File: config.mk
export PLATFORM = sky130hd
export DESIGN_NAME = count_window_monitor
export DESIGN_NICKNAME = d
export VERILOG_FILES = /design/src/rtl/count_mon_pkg.sv /design/src/rtl/count_step_classifier.sv /design/src/rtl/count_window_monitor.sv
export SDC_FILE = /design/constraint.sdc
export NUM_CORES = 1
export LEC_CHECK = 0
export CORE_ASPECT_RATIO = 0.9
export CORE_UTILIZATION = 45
export CTS_BUF_LIST = sky130_fd_sc_hd__clkbuf_16
export DETAILED_ROUTE_END_ITERATION = 10
export GPL_TIMING_DRIVEN = 0
export PLACE_DENSITY = 0.78
export SLEW_MARGIN = 5
export SYNTH_ARGS = -nofsm -noshare
export SYNTH_HDL_FRONTEND = slang
export SYNTH_SLANG_ARGS = --single-unit
File: constraint.sdc
create_clock -name clk -period 3.1 [get_ports clk]
set_input_delay 0.93 -clock clk [delete_from_list [all_inputs] [get_ports clk]]
set_output_delay 0.93 -clock clk [all_outputs]
set_load 0.02 [all_outputs]
File: src/rtl/count_mon_pkg.sv
// Shared encodings for the count window monitor: window FSM states and
// step-class codes reported by the step classifier.
package count_mon_pkg;

   typedef enum logic [1:0] {
      ST_IDLE   = 2'd0,
      ST_ARMED  = 2'd1,
      ST_INSIDE = 2'd2
   } state_e;

   typedef enum logic [1:0] {
      CLS_HOLD = 2'd0,
      CLS_STEP = 2'd1,
      CLS_WRAP = 2'd2,
      CLS_JUMP = 2'd3
   } step_class_e;

endpackage

File: src/rtl/count_step_classifier.sv
// Remembers the previous count sample and classifies the current transition.
// Jump decode is built only when COUNT_WINDOW_MONITOR_JUMP_DETECT_EN is defined.
module count_step_classifier
   import count_mon_pkg::*;
#(
   parameter int WIDTH = 8
) (
   input  logic             clk,
   input  logic             rst,
   input  logic             enable,
   input  logic [WIDTH-1:0] count,
   output step_class_e      step_class
);

   localparam logic [WIDTH-1:0] ALL_ONES = {WIDTH{1'b1}};
   localparam logic [WIDTH-1:0] ALL_ZERO = {WIDTH{1'b0}};
   localparam logic [WIDTH-1:0] ONE      = {{(WIDTH-1){1'b0}}, 1'b1};

   logic [WIDTH-1:0] prev_r;
   logic             prev_valid_r;
   logic [WIDTH-1:0] prev_inc_s;
   step_class_e      step_class_s;

   // Previous-sample register; disabling the monitor forgets the history.
   always_ff @(posedge clk) begin
      if (rst) begin
         prev_r       <= ALL_ZERO;
         prev_valid_r <= 1'b0;
      end else if (enable) begin
         prev_r       <= count;
         prev_valid_r <= 1'b1;
      end else begin
         prev_r       <= prev_r;
         prev_valid_r <= 1'b0;
      end
   end

   assign prev_inc_s = prev_r + ONE;

   // Transition decode; wrap is tested before step so all-ones to zero never reads as a step.
   always_comb begin
      step_class_s = CLS_HOLD;
      if (!enable || !prev_valid_r) begin
         step_class_s = CLS_HOLD;
      end else if (count == prev_r) begin
         step_class_s = CLS_HOLD;
      end else if ((prev_r == ALL_ONES) && (count == ALL_ZERO)) begin
         step_class_s = CLS_WRAP;
      end else if (count == prev_inc_s) begin
         step_class_s = CLS_STEP;
      end else begin
`ifdef COUNT_WINDOW_MONITOR_JUMP_DETECT_EN
         step_class_s = CLS_JUMP;
`else
         // Discontinuities are not distinguished in this build.
         step_class_s = CLS_HOLD;
`endif
      end
   end

   assign step_class = step_class_s;

endmodule

File: src/rtl/count_window_monitor.sv
// Observes a counter bus: window FSM with entry/exit pulses, wrap detection,
// saturating entry counter and sticky irq. Optional jump detection: COUNT_WINDOW_MONITOR_JUMP_DETECT_EN.
module count_window_monitor
   import count_mon_pkg::*;
#(
   parameter int WIDTH = 8,
   parameter int HIT_W = 4
) (
   input  logic             clk,
   input  logic             rst,
   input  logic [WIDTH-1:0] count,
   input  logic             enable,
   input  logic [WIDTH-1:0] lo_thr,
   input  logic [WIDTH-1:0] hi_thr,
   input  logic             clear,
   output logic             in_window,
   output logic             enter_pulse,
   output logic             exit_pulse,
   output logic             wrap_pulse,
   output logic             jump_pulse,
   output logic [HIT_W-1:0] window_hits,
   output logic             irq
);

   localparam logic [HIT_W-1:0] HIT_MAX  = {HIT_W{1'b1}};
   localparam logic [HIT_W-1:0] HIT_ZERO = {HIT_W{1'b0}};
   localparam logic [HIT_W-1:0] HIT_ONE  = {{(HIT_W-1){1'b0}}, 1'b1};

   // An inverted window (lo > hi) can never satisfy both bounds, so it is empty.
   function automatic logic in_range_f(input logic [WIDTH-1:0] v,
                                       input logic [WIDTH-1:0] lo,
                                       input logic [WIDTH-1:0] hi);
      return (v >= lo) && (v <= hi);
   endfunction

   state_e           state_r;
   state_e           next_state_s;
   step_class_e      step_class_s;
   logic             inside_s;
   logic             enter_s;
   logic             exit_s;
   logic             wrap_s;
   logic             jump_s;

   logic             in_window_r;
   logic             enter_r;
   logic             exit_r;
   logic             wrap_r;
   logic             jump_r;
   logic [HIT_W-1:0] hits_r;
   logic             irq_r;

   count_step_classifier #(
      .WIDTH (WIDTH)
   ) u_classifier (
      .clk        (clk),
      .rst        (rst),
      .enable     (enable),
      .count      (count),
      .step_class (step_class_s)
   );

   assign inside_s = in_range_f(count, lo_thr, hi_thr);

   // Window FSM state register.
   always_ff @(posedge clk) begin
      if (rst) begin
         state_r <= ST_IDLE;
      end else begin
         state_r <= next_state_s;
      end
   end

   // Next-state logic; dropping enable returns to IDLE from anywhere.
   always_comb begin
      next_state_s = state_r;
      if (!enable) begin
         next_state_s = ST_IDLE;
      end else begin
         case (state_r)
            ST_IDLE:   next_state_s = inside_s ? ST_INSIDE : ST_ARMED;
            ST_ARMED:  next_state_s = inside_s ? ST_INSIDE : ST_ARMED;
            ST_INSIDE: next_state_s = inside_s ? ST_INSIDE : ST_ARMED;
            default:   next_state_s = ST_IDLE;
         endcase
      end
   end

   // Event decode from the state transition and the step class.
   always_comb begin
      enter_s = 1'b0;
      exit_s  = 1'b0;
      wrap_s  = 1'b0;
      jump_s  = 1'b0;
      if (enable) begin
         enter_s = (next_state_s == ST_INSIDE) && (state_r != ST_INSIDE);
         exit_s  = (next_state_s == ST_ARMED)  && (state_r == ST_INSIDE);
         wrap_s  = (step_class_s == CLS_WRAP);
`ifdef COUNT_WINDOW_MONITOR_JUMP_DETECT_EN
         jump_s  = (step_class_s == CLS_JUMP);
`else
         jump_s  = 1'b0;
`endif
      end else begin
         enter_s = 1'b0;
         exit_s  = 1'b0;
         wrap_s  = 1'b0;
         jump_s  = 1'b0;
      end
   end

   // Registered pulses and window flag.
   always_ff @(posedge clk) begin
      if (rst) begin
         in_window_r <= 1'b0;
         enter_r     <= 1'b0;
         exit_r      <= 1'b0;
         wrap_r      <= 1'b0;
         jump_r      <= 1'b0;
      end else begin
         in_window_r <= (next_state_s == ST_INSIDE);
         enter_r     <= enter_s;
         exit_r      <= exit_s;
         wrap_r      <= wrap_s;
         jump_r      <= jump_s;
      end
   end

   // Saturating entry counter; clear wins over a same-cycle entry.
   always_ff @(posedge clk) begin
      if (rst) begin
         hits_r <= HIT_ZERO;
      end else if (clear) begin
         hits_r <= HIT_ZERO;
      end else if (enter_s && (hits_r != HIT_MAX)) begin
         hits_r <= hits_r + HIT_ONE;
      end else begin
         hits_r <= hits_r;
      end
   end

   // Sticky interrupt; clear wins over a same-cycle set.
   always_ff @(posedge clk) begin
      if (rst) begin
         irq_r <= 1'b0;
      end else if (clear) begin
         irq_r <= 1'b0;
      end else if (exit_s || wrap_s || jump_s) begin
         irq_r <= 1'b1;
      end else begin
         irq_r <= irq_r;
      end
   end

   assign in_window   = in_window_r;
   assign enter_pulse = enter_r;
   assign exit_pulse  = exit_r;
   assign wrap_pulse  = wrap_r;
   assign jump_pulse  = jump_r;
   assign window_hits = hits_r;
   assign irq         = irq_r;

endmodule

==> run metrics <==
run status=finished, final reports clean; hold slack=0.490 ns; die extent in y=50.6 um; Pre-Repair DR Iteration Count=4; Max-Slew Margin vs Limit=58.7%; Mapped Avg Cell Area=8.69 sq um; hpwl dp=2090 um; maximum clock rate=346 MHz; WS Path Type=input port to flop; CP endpoint kind=flop; Netlist cell types=29; clk_skew=0.00444 ns; r2r worst-path depth=5; num ports=38; root buffer cell=clkbuf_16; final count of pins violating max slew=0; leakage=0.768 nW; fill count=215; CTS Hold Bufs=0; Switching Share=23.2%; DP Area=1580 sq um; area of the multi-input gates=699 sq um; routability cong.=0.829; total gr overflow=0; Peak VDD IR=0.582 mV; CP max FO=4; Die Span X=56.0 um; Req. time, crit path=3.29 ns; deepest clock path buffer count=2; Net Switching=0.153 mW; total negative setup slack=0 ns; FF/Latch Area=400 sq um; via/cell ratio=5.00; area leader, netlist=dfxtp_1; Finished Layout Cells=204; Core Box Area=2470 sq um; Worst Setup Start Kind=input port; Syn Nets=182; YS warnings=0; Comb pwr share=19.2%; CTS clk-pin slew, worst paths=0.05 ns; Netlist Area Pre-Place=1180 sq um; Initial Util=47.9%; final net count=223; largest net degree at the start of global routing=12; RSZ-0062 raised after global routing=no; fin crit period=2.89 ns; WL per Instance=12.5 um; post-route ant nets=0; Slew @ Worst Pin=0.619 ns; Num Clock Sinks=20; cell count of the worst hold path=1; routed wire length=2550 um; via count=1019; final cycle utilization of the critical path=93.1%; port bufs=36; sequential share of power=41.3%; first-pass GRT wire length=4530 um; # setup viols final=0; Site Rows=17; Critical Path AT=3.08 ns; final hold viol count=0; initial antenna violation count=0; Die ar.=2840 sq um; Power Internal=0.509 mW; Yosys reg bits=20; CTS Buf Count=3; vias in the first global route=1028; power density cells=400 nW/um^2; htree depth=1; DRT iter0 DRCs=19; Final Cell Area=1660 sq um; synthesized instance count=136; Resized cells post-CTS=0; GRT Total Usage=20.7%; Synth top area share=33.9%; post-synthesis sequential area ratio=33.9%; Post-CTS Setup Repair Bufs=0; pre-CTS setup slack=-0.0493 ns; Clock power frac=39.6%; Residual DRC=0; clock latency on the worst-skew pair=0.25 ns; maxcap violations=0; layout cells sized above 1=3.41%; diode count=0; placed cells=200; Worst Hold Class=flop to flop; Syn-to-layout area delta=40.1%; CTS tree=yes; ranking of synthesized cells by area=dfxtp_1, ha_1, mux2i_1; worst setup margin=0.213 ns
logic make-up after synthesis:
family	Yosys count	share of synthesized area (%)
fa+ha+maj	18	19.0
buf+inv	21	6.98
flops	20	33.9
compound gates	17	9.10
mux	11	9.31
simple gates	48	21.4
other cells	1	0.317
cells in the mapped netlist:
master,instances
o211ai_1,1
nor3_1,3
o21ai_0,4
ha_1,18
nand2_1,10
clkbuf_1,1
inv_1,18
o31a_1,1
a21o_1,1
or3_1,2
dfxtp_1,20
a21boi_1,1
nor4bb_1,3
nand4b_1,1
nand3_1,2
nand2b_1,2
a21oi_1,5
and4b_2,1
conb_1,1
a211oi_1,1
nand4_1,4
a31oi_1,2
nor2_1,16
buf_4,1
nor2b_1,3
mux2i_1,11
a2111o_1,1
buf_1,1
or3_4,1
area by class of cell:
class / instances / area share, %
plain buffers: 3 / 0.906
clock buffers: 3 / 4.53
clock inverters: 1 / 0.227
inverters: 18 / 4.08
multi-input cells: 95 / 42.2
flip-flops and latches: 20 / 24.2
well taps: 28 / 2.11
repair buffers: 36 / 21.8
flip-flops by register name (all words and copies together) (netlist names):
register	count
state_r	2
wrap_pulse	1
irq	1
enter_pulse	1
exit_pulse	1
in_window	1
window_hits	4
u_classifier.prev_r	8
u_classifier.prev_valid_r	1
placed cells by master (no fill, tap or decap), drive strengths merged:
cell type,n
clkdlybuf4s50,36
dfxtp,20
inv,18
ha,18
nor2,16
mux2i,11
nand2,10
a21oi,5
o21ai,4
nand4,4
clkbuf,4
nor2b,3
nor3,3
nor4bb,3
or3,3
nand2b,2
a31oi,2
nand3,2
buf,2
a2111o,1
a21o,1
o211ai,1
a211oi,1
and4b,1
nand4b,1
a21boi,1
o31a,1
conb,1
clkinv,1
worst paths after layout:
check	startpoint	end	slack, ns
worst max register to register	window_hits[0]	window_hits[3]	1.64
worst min register to register	irq	irq	0.49
worst min-delay path	irq	irq	0.49
worst max-delay path	count[0]	irq	0.21
power by group through the flow:
stage          registers, mW  logic, mW  clock network (mW)
3_5_place_dp           0.279      0.127                   0
5_1_grt                0.275      0.142               0.284
4_1_cts                0.273      0.128               0.266
2_1_floorplan          0.280     0.0657                   0
6_report               0.274      0.127               0.262
3_3_place_gp           0.278      0.121                   0
worst max-delay path, cell delays in order:
cell             delay, ns
clkdlybuf4s50_1       0.50
inv_1                 0.07
ha_1                  0.28
nand2b_1              0.14
a2111o_1              0.42
a31oi_1               0.23
nor3_1                0.14
nor3_1                0.23
o31a_1                0.14
metal layers:
layer / vias up / global-route usage [%] / wire length, um
met5: - / 0 / 0
met4: 0 / 2.44 / 0
met3: 0 / 7.22 / 103
met2: 17 / 37.3 / 1250
met1: 452 / 24.4 / 1190
li1: 550 / - / -
through the flow:
step / utilization, % / total power, mW
after floorplan: - / 0.345
after global placement: 63.9 / 0.399
after detailed placement: 63.9 / 0.406
after CTS: 67.1 / 0.668
after global routing: 67.1 / 0.701
final: 67.1 / 0.663
(Power assumes the default switching activity.)
